===== src/rtl/chunk_assembler.sv =====
// chunk_assembler: reassembles LSB-first chunks into words, double-buffered so
// one chunk per cycle is accepted while the output port drains.
module chunk_assembler #(
    parameter int CHUNK_SIZE_BITS = 4,
    parameter int NUM_CHUNKS      = 8,
    parameter int COUNT_BITS      = 8
) (
    input  logic                                  clk,
    input  logic                                  reset,
    input  logic                                  in_valid,
    input  logic [CHUNK_SIZE_BITS-1:0]            in_bits,
    output logic                                  in_ready,
    output logic                                  out_valid,
    output logic [NUM_CHUNKS*CHUNK_SIZE_BITS-1:0] out_word,
    input  logic                                  out_ready,
    output logic                                  overrun,
    output logic [COUNT_BITS-1:0]                 word_count
);
    localparam int DATA_SIZE_BITS = NUM_CHUNKS * CHUNK_SIZE_BITS;
    localparam int IDX_W = $clog2(NUM_CHUNKS);

    logic [IDX_W-1:0]          idx;
    logic [DATA_SIZE_BITS-1:0] asm_q, asm_next;
    logic                      asm_full, accept, last, hold_free, load;

    assign in_ready  = reset && !asm_full;
    assign accept    = in_valid && in_ready;
    assign last      = accept && (idx == IDX_W'(NUM_CHUNKS - 1));
    assign hold_free = !out_valid || out_ready;
    assign load      = hold_free && (asm_full || last);

    always_comb begin
        asm_next = asm_q;
        if (accept) asm_next[idx*CHUNK_SIZE_BITS +: CHUNK_SIZE_BITS] = in_bits;
    end

    always_ff @(posedge clk) begin
        if (!reset) begin
            idx        <= '0;
            asm_q      <= '0;
            asm_full   <= 1'b0;
            out_valid  <= 1'b0;
            out_word   <= '0;
            overrun    <= 1'b0;
            word_count <= '0;
        end else begin
            if (accept) idx <= idx + IDX_W'(1);
            asm_q     <= asm_next;
            // A completed word parks in the assembly register until the holding register frees up
            asm_full  <= asm_full ? !hold_free : (last && !hold_free);
            if (load) out_word <= asm_full ? asm_q : asm_next;
            out_valid <= load || (out_valid && !out_ready);
            if (out_valid && out_ready) word_count <= word_count + COUNT_BITS'(1);
            if (in_valid && !in_ready) overrun <= 1'b1;
        end
    end
endmodule


===== config.mk =====
export PLATFORM = sky130hd
export DESIGN_NAME = chunk_assembler
export DESIGN_NICKNAME = d
export VERILOG_FILES = /design/src/rtl/chunk_assembler.sv
export SDC_FILE = /design/constraint.sdc
export NUM_CORES = 1
export LEC_CHECK = 0
export ABC_CLOCK_PERIOD_IN_PS = 6460
export BUFFER_PORTS_ARGS = -buffer_cell sky130_fd_sc_hd__buf_4
export CAP_MARGIN = 15
export CORE_UTILIZATION = 25
export DETAILED_ROUTE_END_ITERATION = 16
export SETUP_SLACK_MARGIN = 0.02
export SYNTH_ARGS = -nofsm -noshare
export SYNTH_HDL_FRONTEND = slang
export SYNTH_SLANG_ARGS = --single-unit
export TNS_END_PERCENT = 50

===== constraint.sdc =====
create_clock -name clk -period 6.46 [get_ports clk]
set_clock_uncertainty 0.1 [all_clocks]
set_input_delay 0.969 -clock clk [delete_from_list [all_inputs] [get_ports clk]]
set_output_delay 0.969 -clock clk [all_outputs]
set_load 0.02 [all_outputs]

==> metrics.md <==
| Metric | Value |
|---|---|
| Multi-input gate area | 1590 um^2 |
| Worst VDD drop | between 0.1 and 0.15 mV |
| RSZ-0062 raised after global routing | false |
| Ys flop type | dfxtp_1 |
| Final #Nets | 399 |
| Mapped cell area | 3400 um^2 |
| Relative slew margins | 0.400 |
| Antenna violations before repair | 0 |
| Iteration-0 DRC count of the detailed router | between 200 and 250 |
| Power Total | 0.00106 W |
| Die Y | 119 um |
| Syn-to-layout area delta | 20.3% |
| CP max FO | 24 |
| Core Footprint | 13200 um^2 |
| Detailed Place HPWL | 6.18 mm |
| Routed WL per cell | 15.8 um |
| Post-synthesis mux area share | 0.00588 |
| GP Congestion | between 0.8 and 0.9 |
| Die area | 14100 um^2 |
| Power per cell area | 258 nW/um^2 |
| Type of the most critical hold path | flip-flop to flip-flop |
| Final instance area | roughly 4000 um^2 |
| WP data required | 6.54 ns |
| Synth Area in Compound Gates | 0.264 |
| Die Wd | 119 um |
| CP top delay family | flip-flops |
| Vias | 2897 |
| Post-synthesis net count | 370 |
| DRC | 0 |
| Post-Synth Simple-Gate Area | 0.167 |
| Final min period | 3.16 ns |
| YS warnings | 0 |
| CTS tree | done |
| Clk sinks | 78 |
| Buffer and inverter count on the worst path | 1 |
| Number of I/O pins | 51 |
| Post-Synth Adder-Cell Area | 0.0221 |
| Fillers | 1424 |
| Layout cells sized above 1 | 0.203 |
| Crit-path cells | inv_1 -> ha_1 -> ha_1 -> nand4bb_1 -> o31ai_1 -> a311oi_1 |
| Synthesized area per cell | 9.56 um^2 |
| Max-slew violation count | 0 |
| Overflow after GRT | 0 |
| Mapped Cells | 356 |
| Register area | about 1600 um^2 |
| GRT Util Overall | 0.130 |
| Root buf cell | clkbuf_16 |
| Netlist cell types | 41 |
| Max Freq | ~320 MHz |
| Sum Neg Setup Slack | 0 ns |
| Slowest stage delay, CP | 0.91 ns |
| Xor/xnor cell area share of the yosys netlist | 0.00772 |
| Initial Utilization | 0.257 |
| CTS resizes | 0 |
| Hold buffers post-CTS | 0 |
| Critical path arrival | 3.24 ns |
| Final period util | 0.490 |
| Clk buf depth | 2 |
| Flops & latches, synth | 78 |
| Share of synthesized registers carrying an async set or reset | 0 |
| Total wire length | about 8.9 mm |
| Number of global-route vias before repair | 2816 |
| Final setup fails | 0 |
| Transition time of the tightest slew-check pin | 0.899 ns |
| Post-CTS Setup Bufs | 0 |
| Number of synthesized flops with an enable pin | 0 |
| CP Launch Type | flip-flop |
| P_leak | 1.38 nW |
| Final hold violation count | 0 |
| First-pass GRT wire length | 14.6 mm |
| Clock-pin transition on the worst setup and hold timing paths | 0.06 ns |
| I/O Buffers | 50 |
| Kind of critical path | flip-flop to flip-flop |
| Antenna violation net count after detailed routing | 0 |
| Max-Cap Viols | 0 |
| Vias per inst | a little over 5 |
| TritonCTS Buffers | 9 |
| First drt pass iteration count | 4 |
| Worst-Skew Late Latency | 0.33 ns |
| Cell row count | 42 |
| Largest family of logic cells by synthesized area | compound AO/OA/AOI/OAI gates |
| Critical path's slowest cell | dfxtp_1 |
| ANT cells | 0 |
| H-tree depth | 3 |
| Placed instance area | 3780 um^2 |
| Status | completed |
| Pin count of the biggest net entering global routing | 80 |
| CP most frequent cell | ha_1 |
| Crit end category | flip-flop |
| Post-synthesis sequential area ratio | 0.459 |
## Yosys cell counts, types with 3 or more instances
master	instances	area share
dfxtp_1	78	0.46
or4_1	3	0.0066
ha_1	6	0.022
or3_1	4	0.0074
nor3b_2	4	0.015
o31ai_1	18	0.040
inv_1	5	0.0055
o21ai_1	3	0.0044
nand4_1	22	0.040
a21oi_1	73	0.11
clkbuf_1	17	0.019
buf_2	8	0.012
nand3_1	17	0.025
a311oi_1	31	0.080
o21ai_0	16	0.024
buf_6	7	0.023
nor2_1	8	0.0088
nand2_1	4	0.0044
and3b_1	4	0.010
## path summary, 6_finish.rpt
| path | from | to | slack, ns | depth (start not counted) |
|---|---|---|---|---|
| max | idx[0] | out_word[27] | 3.30 | 6 |
| min | asm_q[17] | asm_q[17] | 0.38 | 2 |
| max reg2reg | idx[0] | out_word[27] | 3.30 | 6 |
| min reg2reg | asm_q[17] | asm_q[17] | 0.38 | 2 |
## area by class of cell
| cell class | instances | area share |
|---|---|---|
| sequential | 78 | 0.381 |
| tap | 176 | 0.0538 |
| timing repair buffer | 53 | 0.102 |
| inverter | 6 | 0.00550 |
| clock buffer | 11 | 0.0568 |
| multi-input combinational | 237 | 0.388 |
| clock inverter | 5 | 0.0122 |
## state kept, by name, summed over array words and instances, names as in the netlist
signal,count
overrun,1
asm_q,32
out_word,32
word_count,8
asm_full,1
idx,3
out_valid,1
## stage by stage
stage / hold WS, ns / setup slack [ns] / instances / util
after floorplan: 0.353 / 3.88 / 356 / -
after global placement: 0.357 / 3.20 / 549 / 0.286
after detailed placement: 0.372 / 3.18 / 549 / 0.286
after CTS: 0.382 / 3.16 / 565 / 0.307
after global routing: 0.413 / 2.99 / 566 / 0.309
final: 0.382 / 3.30 / 566 / 0.309
## per-layer routing
layer	vias up	routed length, um	track usage
met4	0	193	0.0585
met3	18	281	0.0236
li1	1440	-	-
met5	-	0	0
met2	66	4330	0.213
met1	1373	4130	0.165
## where the power goes
group          internal, W  switching, W  total (W)
combinational    0.0000236     0.0000569  0.0000805
sequential        0.000484    0.00000654   0.000490
clock             0.000296      0.000188   0.000485
total             0.000804      0.000252    0.00106
## cells in the final DEF (no fill, tap or decap), drive strengths merged, types with 3 or more instances in the layout
master and instances:
dfxtp 78, a21oi 73, buf 53, a311oi 32, nand4 22, o21ai 19
o31ai 18, nand3 17, clkbuf 11, nor2 8, ha 6, inv 6
nor3b 6, or3 4, nand2 4, and3b 4, clkinv 4, or4 3
## worst register-to-register path, stage by stage (launching register included)
cell	delay, ns
dfxtp_1	0.91
inv_1	0.11
ha_1	0.25
ha_1	0.32
nand4bb_1	0.63
o31ai_1	0.55
a311oi_1	0.15
## cells by family after synthesis
group           after synthesis
compound gates              143
simple gates                 83
flops                        78
buf+inv                      41
fa+ha+maj                     6
xor+xnor                      3
mux                           2
(Power assumes the default switching activity.)
